--- config.mk ---
export PLATFORM = sky130hd
export DESIGN_NAME = hazard_ctrl
export DESIGN_NICKNAME = d
export VERILOG_FILES = /design/src/rtl/hazard_ctrl_pkg.sv /design/src/rtl/fwd_unit.sv /design/src/rtl/hazard_ctrl.sv
export SDC_FILE = /design/constraint.sdc
export NUM_CORES = 1
export LEC_CHECK = 0
export BUFFER_PORTS_ARGS = -buffer_cell sky130_fd_sc_hd__buf_2
export CORE_MARGIN = 3
export CORE_UTILIZATION = 45
export DETAILED_ROUTE_END_ITERATION = 10
export PLACE_DENSITY = 0.86
export SETUP_SLACK_MARGIN = 0.2
export SYNTH_ARGS = -nofsm -noshare
export SYNTH_HDL_FRONTEND = slang
export SYNTH_HIERARCHICAL = 1
export SYNTH_SLANG_ARGS = --single-unit
--- constraint.sdc ---
create_clock -name clk -period 1.9 [get_ports clk]
set_input_delay 0.38 -clock clk [delete_from_list [all_inputs] [get_ports clk]]
set_output_delay 0.38 -clock clk [all_outputs]
set_load 0.01 [all_outputs]
--- src/rtl/hazard_ctrl_pkg.sv ---
// rtl/hazard_ctrl_pkg.sv - shared encodings and FSM state type for the pipeline hazard controller
package hazard_ctrl_pkg;

    typedef enum logic [1:0] {
        WB_MEM = 2'b00,
        WB_ALU = 2'b01,
        WB_PC4 = 2'b10
    } wb_sel_t;

    typedef enum logic [1:0] {
        FWD_RF = 2'b00,
        FWD_MA = 2'b01,
        FWD_WB = 2'b10
    } fwd_sel_t;

    typedef enum logic [1:0] {
        ST_RUN      = 2'd0,
        ST_MEM_WAIT = 2'd1,
        ST_TIMEOUT  = 2'd2
    } hz_state_t;

endpackage

--- src/rtl/fwd_unit.sv ---
// rtl/fwd_unit.sv - operand forwarding select for one source register
module fwd_unit
    import hazard_ctrl_pkg::*;
(
    input  logic [4:0] i_rs,
    input  logic [4:0] i_ma_rd,
    input  logic       i_ma_regwen,
    input  logic [4:0] i_wb_rd,
    input  logic       i_wb_regwen,
    output fwd_sel_t   o_sel
);

    logic w_ma_hit;
    logic w_wb_hit;

    assign w_ma_hit = i_ma_regwen && (i_ma_rd == i_rs) && (i_ma_rd != 5'd0);
    assign w_wb_hit = i_wb_regwen && (i_wb_rd == i_rs) && (i_wb_rd != 5'd0);

    // The younger EX/MA result wins over the older MA/WB value.
    always_comb begin
        o_sel = FWD_RF;
        if (w_ma_hit) begin
            o_sel = FWD_MA;
        end else if (w_wb_hit) begin
            o_sel = FWD_WB;
        end
    end

endmodule

--- src/rtl/hazard_ctrl.sv ---
// rtl/hazard_ctrl.sv - pipeline stall/flush/forward control with memory-wait timeout
module hazard_ctrl
    import hazard_ctrl_pkg::*;
#(
    parameter int unsigned WAIT_MAX = 255
)(
    input  logic        clk,
    input  logic        reset,
    input  logic [4:0]  id_rs1,
    input  logic [4:0]  id_rs2,
    input  logic [4:0]  ex_rd,
    input  logic        ex_RegWEn,
    input  logic [1:0]  ex_WBSel,
    input  logic [4:0]  ma_rd,
    input  logic        ma_RegWEn,
    input  logic        ma_mem_access,
    input  logic [4:0]  wb_rd,
    input  logic        wb_RegWEn,
    input  logic        ex_branch_taken,
    input  logic        dmem_ready,
    input  logic [4:0]  if_rs1,
    input  logic [4:0]  if_rs2,
    output logic        stall_pc,
    output logic        stall_if_id,
    output logic        stall_id_ex,
    output logic        stall_ex_ma,
    output logic        flush_if_id,
    output logic        flush_id_ex,
    output logic        bubble_ma_wb,
    output logic [1:0]  fwd_a,
    output logic [1:0]  fwd_b,
    output logic        mem_timeout,
    output logic [15:0] stall_count,
    output logic [15:0] flush_count
);

    localparam logic [7:0] LP_WAIT_MAX = WAIT_MAX[7:0];

    hz_state_t   r_state;
    logic [7:0]  r_wait_cnt;
    logic [15:0] r_stall_cnt;
    logic [15:0] r_flush_cnt;

    fwd_sel_t w_sel_a;
    fwd_sel_t w_sel_b;
    logic     w_timeout;
    logic     w_freeze;
    logic     w_load_use;
    logic     w_branch_flush;

    fwd_unit u_fwd_a (
        .i_rs        (id_rs1),
        .i_ma_rd     (ma_rd),
        .i_ma_regwen (ma_RegWEn),
        .i_wb_rd     (wb_rd),
        .i_wb_regwen (wb_RegWEn),
        .o_sel       (w_sel_a)
    );

    fwd_unit u_fwd_b (
        .i_rs        (id_rs2),
        .i_ma_rd     (ma_rd),
        .i_ma_regwen (ma_RegWEn),
        .i_wb_rd     (wb_rd),
        .i_wb_regwen (wb_RegWEn),
        .o_sel       (w_sel_b)
    );

    assign w_timeout  = (r_state == ST_TIMEOUT);
    assign w_freeze   = ma_mem_access && !dmem_ready && !w_timeout;
    assign w_load_use = ex_RegWEn && (ex_WBSel == WB_MEM) && (ex_rd != 5'd0) &&
                        ((ex_rd == if_rs1) || (ex_rd == if_rs2));

    // Priority: reset, timeout, memory freeze, branch flush, load-use.
    always_comb begin
        stall_pc       = 1'b0;
        stall_if_id    = 1'b0;
        stall_id_ex    = 1'b0;
        stall_ex_ma    = 1'b0;
        flush_if_id    = 1'b0;
        flush_id_ex    = 1'b0;
        bubble_ma_wb   = 1'b0;
        w_branch_flush = 1'b0;
        if (!reset) begin
            if (w_timeout || w_freeze) begin
                stall_pc     = 1'b1;
                stall_if_id  = 1'b1;
                stall_id_ex  = 1'b1;
                stall_ex_ma  = 1'b1;
                bubble_ma_wb = 1'b1;
            end else if (ex_branch_taken) begin
                flush_if_id    = 1'b1;
                flush_id_ex    = 1'b1;
                w_branch_flush = 1'b1;
            end else if (w_load_use) begin
                stall_pc    = 1'b1;
                stall_if_id = 1'b1;
                flush_id_ex = 1'b1;
            end
        end
    end

    assign fwd_a       = (reset || w_timeout) ? FWD_RF : w_sel_a;
    assign fwd_b       = (reset || w_timeout) ? FWD_RF : w_sel_b;
    assign mem_timeout = w_timeout;
    assign stall_count = r_stall_cnt;
    assign flush_count = r_flush_cnt;

    always_ff @(posedge clk) begin
        if (reset) begin
            r_state     <= ST_RUN;
            r_wait_cnt  <= 8'd0;
            r_stall_cnt <= 16'd0;
            r_flush_cnt <= 16'd0;
        end else begin
            if (stall_pc && (r_stall_cnt != 16'hFFFF)) begin
                r_stall_cnt <= r_stall_cnt + 16'd1;
            end
            if (w_branch_flush && (r_flush_cnt != 16'hFFFF)) begin
                r_flush_cnt <= r_flush_cnt + 16'd1;
            end
            case (r_state)
                ST_RUN: begin
                    if (w_freeze) begin
                        r_state    <= ST_MEM_WAIT;
                        r_wait_cnt <= 8'd0;
                    end
                end
                ST_MEM_WAIT: begin
                    // A withdrawn access also ends the wait; only a live, unanswered one times out.
                    if (dmem_ready || !ma_mem_access) begin
                        r_state <= ST_RUN;
                    end else if (r_wait_cnt == LP_WAIT_MAX) begin
                        r_state <= ST_TIMEOUT;
                    end else begin
                        r_wait_cnt <= r_wait_cnt + 8'd1;
                    end
                end
                ST_TIMEOUT: begin
                    r_state <= ST_TIMEOUT;
                end
                default: begin
                    r_state <= ST_RUN;
                end
            endcase
        end
    end

endmodule

* After elaboration in Yosys (flattened, before gate mapping) *
Index checks and enable logic that the tools add are counted.

operators by class
  $add $sub $neg = 3
  eq/ne operators = 15
  muxes and demuxes = 26
  reductions and logical operators = 30

operators with widths
  operator               number
  $add 16x1->16 const B  2
  $ne 16x16->1 const B   2
  $eq 5x5->1             6
  $mux 8                 3
  $mux 2                 9
  $pmux 8 s2             1
  $logic_and 1x1->1      15
  $reduce_bool 5->1      3
  $mux 1                 12
  $add 8x1->8 const B    1
  $eq 8x8->1 const B     1
  $ne 2x2->1 const B     3
  $pmux 2 s3             1
  $logic_not 2->1        2
  $logic_or 1x1->1       4
  $reduce_and 4->1       1
  $logic_not 1->1        3
  $ne 3x3->1 const B     1
  $eq 2x1->1 const B     1
  $eq 2x2->1 const B     1
  $reduce_and 2->1       1
  $reduce_bool 2->1      1

word-level totals
  register bits = 42
  bits of input ports = 45
  word-level logic and storage cells = 78

* Longest topological paths before layout *
  depth in word-level cells = 9
  depth in mapped cells = 9

* Cells and area by module *
The synthesis kept the hierarchy.

by module, submodules not included
  module       instances  cells each  area each (um2)  sequential area each (um2)
  hazard_ctrl  1          263         2219.6           840.8
  fwd_unit     2          21          158.9            0.0

* Worst setup path after synthesis *
Ideal clock, no wire load.

  path type = input port to flip-flop
  from = input port ex_rd[1]
  to = register r_stall_cnt[1], in the netlist stall_count[1]
  setup time = 128 ps
  arrival = 1778 ps
  required time = 1772 ps
  setup slack = -5 ps
  stages on the path = 8
  path buffers = 2
  cells stage by stage = or4_4 -> o2111ai_2 -> a31o_1 -> o21a_4 -> buf_6 -> buf_12 -> mux2i_1 -> nor2_1

on the way
  longest elaborated chain between the ends = 8
  elaborated cells between the ends (all ways) = 11
  classes of those cells = eq/ne (2); mux (4); reduce/logical (5)

RTL lines
  item                                                          line                                  RTL
  start, declared                                               hazard_ctrl.sv:11                     input logic [4:0] ex_rd,
  $eq 5x5->1 / $reduce_bool 5->1 (equally long branches)        hazard_ctrl.sv:72, hazard_ctrl.sv:71
  $logic_or 1x1->1 / $logic_and 1x1->1 (equally long branches)  hazard_ctrl.sv:72, hazard_ctrl.sv:71
  $logic_and 1x1->1 *                                           hazard_ctrl.sv:71                     assign w_load_use = ex_RegWEn && (ex_WBSel == WB_MEM) && (ex_rd != 5'd0) &&
  $mux 1 *                                                      hazard_ctrl.sv:95                     end else if (w_load_use) begin
  $mux 1 *                                                      hazard_ctrl.sv:91                     end else if (ex_branch_taken) begin
  $mux 1 *                                                      hazard_ctrl.sv:85                     if (w_timeout || w_freeze) begin
  $mux 1 *                                                      hazard_ctrl.sv:84                     if (!reset) begin
  $logic_and 1x1->1 *                                           hazard_ctrl.sv:116                    if (stall_pc && (r_stall_cnt != 16'hFFFF)) begin
  end signal, assigned                                          hazard_ctrl.sv:117                    r_stall_cnt <= r_stall_cnt + 16'd1;
  end, declared                                                 hazard_ctrl.sv:41                     logic [15:0] r_stall_cnt;

Every way passes the cells marked *; elsewhere a longest branch is shown, timed or not.
A chain may end at the register's enable or synchronous reset.

* Worst setup path in the final report *
  from = input port ex_rd[4]
  to = output port flush_id_ex

on the way
  longest elaborated chain between the ends = 7
  elaborated cells between the ends (all ways) = 10
  classes of those cells = eq/ne (2); mux (4); reduce/logical (4)

RTL lines
  item                                                          line                                  RTL
  $eq 5x5->1 / $reduce_bool 5->1 (equally long branches)        hazard_ctrl.sv:72, hazard_ctrl.sv:71
  $logic_or 1x1->1 / $logic_and 1x1->1 (equally long branches)  hazard_ctrl.sv:72, hazard_ctrl.sv:71
  $logic_and 1x1->1 *                                           hazard_ctrl.sv:71
  $mux 1 *                                                      hazard_ctrl.sv:95
  $mux 1 *                                                      hazard_ctrl.sv:91
  $mux 1 *                                                      hazard_ctrl.sv:85
  $mux 1 *                                                      hazard_ctrl.sv:84
  end, declared                                                 hazard_ctrl.sv:28                     output logic flush_id_ex,

Marked as above.

==> metrics <==
run status complete, but fails checks; violated checks negative setup slack; Internal Power ~1.3 mW; Reg2Reg Setup Slack -0.01 ns; Synth Warn # 6; Net Sw Frac 28.1%; Post-Syn Instances 305; total congestion overflow 0; Final Hold Fails 0; worst hold path class flop to flop; cell taking the most area after synthesis dfxtp_1; clock buffer depth 2; latest clock arrival within the worst-skew pair 0.30 ns; combinational power share 20.6%; CP Capture Type output pin; RSZ-0062 raised after global routing yes; Rows 26; H-Tree Depth 2; Routed WL 8.38 mm; Post-route DRC 0; Synth cell types 46; via count between 2000 and 3000; Multi-input gate area 0.00195 mm^2; Clk pin slew, worst setup/hold paths 0.09 ns; worst slack at placement -0.133 ns; Initial DRT Pass Iterations 4; Mapped Area 0.00254 mm^2; Die Width 81.1 um; max-slew violation count 0; Clock power frac about 31%; syn_nets around 350; CP Launch Type primary input; Final setup viols 4; worst vdd ir 0.325 mV; CP Max Fanout 2; Crit path arrival time approximately 1.6 ns; sequential cell area 861 um^2; nets 478; Max-Slew Margin vs Limit ~65%; fraction of layout cells with a size suffix above 1 between 50% and 60%; Flop pwr share 48.1%; DP HPWL 5.34 mm; P_leak 1.67 nW; period utilization 105%; top cell type's share of synthesized area 33.1%; Primary FF master, synth dfxtp_1; Core Area 0.00527 mm^2; Ant. Diodes 0; Final Util 75.4%; GRT Total Usage 22.7%; Cell Pwr Density 467 mW/mm^2; die boundary height 81.1 um; I/O Buffers between 80 and 90; Crit path required time 1.52 ns; Vias/cell between 5 and 6; clock root cell clkbuf_8; first-pass GRT wire length 11.8 mm; Initial Utilization around half; Worst Tran Pin Value 0.528 ns; Setup CP Type primary input to output pin; max_cap viols 0; antenna violations before repair 0; Hold Slack 0.477 ns; Switch Pwr 0.522 mW; syn avg cell area 8.32 um^2; worst setup margin -0.104 ns; routed len/inst 16.7 um; Hold Buf Count CTS 0; die area 0.00658 mm^2; CTS tree built; synth top area cells dfxtp_1 33%, xor2_1 8.3%, xnor2_1 4.8%, or3_1 4.4%, a21oi_1 4.1%; asr flop ratio synth 0%; GPL Wtd Cong 0.821; Area growth syn-to-layout 56.5%; Highest Clock Rate 499 MHz; vias in the first global route 2700; number of fill cells 335; antenna-violating nets left 0; number of synthesized flops with an enable pin 0; Ports 89; total CTS buffers 5; clock sinks 42; number of synthesized register bits 42; sequential area share after synthesis between 30% and 40%; number of DRC markers in iteration 0 roughly 180; Final min period 2.00 ns; largest net degree at the start of global routing 16; Setup Skew 0.0101 ns
-- cell type report --
cell class | count | area share (%)
multi-input cells | 242 | 49.2
repair buffers | 132 | 23.9
flip-flops and latches | 42 | 21.7
well taps | 70 | 2.21
clock buffers | 5 | 1.73
inverters | 7 | 0.725
clock inverters | 3 | 0.536
-- kinds of logic after synthesis --
kind of cell	share of synthesized area [%]
and+or+nand+nor	27.4
xor gates and xnor gates	13.1
AOI/OAI and AO/OA	16.9
buffers and inverters	5.18
adders and majority gates	1.48
muxes	2.81
DFF	33.1
-- power groups by stage --
| stage | logic, mW | registers, mW | clock network, mW |
|---|---|---|---|
| 2_1_floorplan | 0.134 | 0.915 | 0 |
| 3_3_place_gp | 0.244 | 0.913 | 0 |
| 3_5_place_dp | 0.254 | 0.913 | 0 |
| 4_1_cts | 0.322 | 0.891 | 0.589 |
| 5_1_grt | 0.403 | 0.894 | 0.625 |
| 6_report | 0.382 | 0.892 | 0.581 |
-- repair_timing --
item / CTS / global route
endpoints found under the setup margin: 36 / 40
resized for setup: 78 / 55
buffers inserted: 7 / 4
pin swaps: 54 / 21
gates cloned: 0 / 0
-- critical path, cell delays in order --
cell and delay (ns):
buf_8 0.09, or4_4 0.53, o211ai_1 0.17, nor2_1 0.07, o2111a_1 0.24, buf_2 0.14
-- state kept, by name (all words and copies together), names as in the netlist --
| register | cells |
|---|---|
| stall_count | 16 |
| r_state | 2 |
| r_wait_cnt | 8 |
| flush_count | 16 |
-- path summary, 6_finish.rpt --
| kind | start | endpoint | cells after the start |
|---|---|---|---|
| max | ex_rd[4] | flush_id_ex | 6 |
| min | flush_count[11]$_SDFFE_PP0P_ | flush_count[11]$_SDFFE_PP0P_ | 1 |
| max reg2reg | stall_count[0]$_SDFFE_PP0P_ | stall_count[4]$_SDFFE_PP0P_ | 7 |
| min reg2reg | flush_count[11]$_SDFFE_PP0P_ | flush_count[11]$_SDFFE_PP0P_ | 1 |
-- cell usage in the layout, fill, tap and decap left out, types with 7 or more instances in the layout --
master,instances
dfxtp_2,13
or3_4,7
nand2_1,22
xnor2_2,7
nor2_1,22
xor2_1,20
a21oi_2,8
buf_4,39
buf_2,67
o21ai_1,14
buf_6,21
a21oi_1,14
or3_1,11
nand3_1,17
nand4_1,7
dfxtp_1,28
-- synth_stat cells, types with 3 or more instances --
library cell  number
dfxtp_1           42
nor2_1            25
xor2_1            24
nand2_1           22
a21oi_1           21
nand3_1           19
or3_1             18
xnor2_1           14
o21ai_1           13
and3_1            12
nor3_1            10
o21ai_0            8
inv_1              7
nand4_1            7
mux2i_1            6
and4_1             5
buf_4              5
clkbuf_1           4
a22oi_1            3
ha_1               3
-- through the flow --
stage / setup TNS [ns] / total power, mW / area [um^2] / instances
floorplan: -0.00510 / 1.05 / 2550 / 305
global placement: -0.934 / 1.16 / 3220 / 482
detailed placement: -1.57 / 1.17 / 3220 / 482
CTS: -0.293 / 1.80 / 3700 / 497
global route: -0.454 / 1.92 / 3970 / 501
finish: -0.256 / 1.86 / 3970 / 501
-- layer usage --
metal,global-route usage (%),up-vias,wire [um]
met5,0,-,0
met4,9.80,0,255
met3,3.44,26,460
met2,42.0,98,4380
met1,25.5,1392,3290
li1,-,1349,-
No activity file was read; power rests on OpenSTA's default activity.
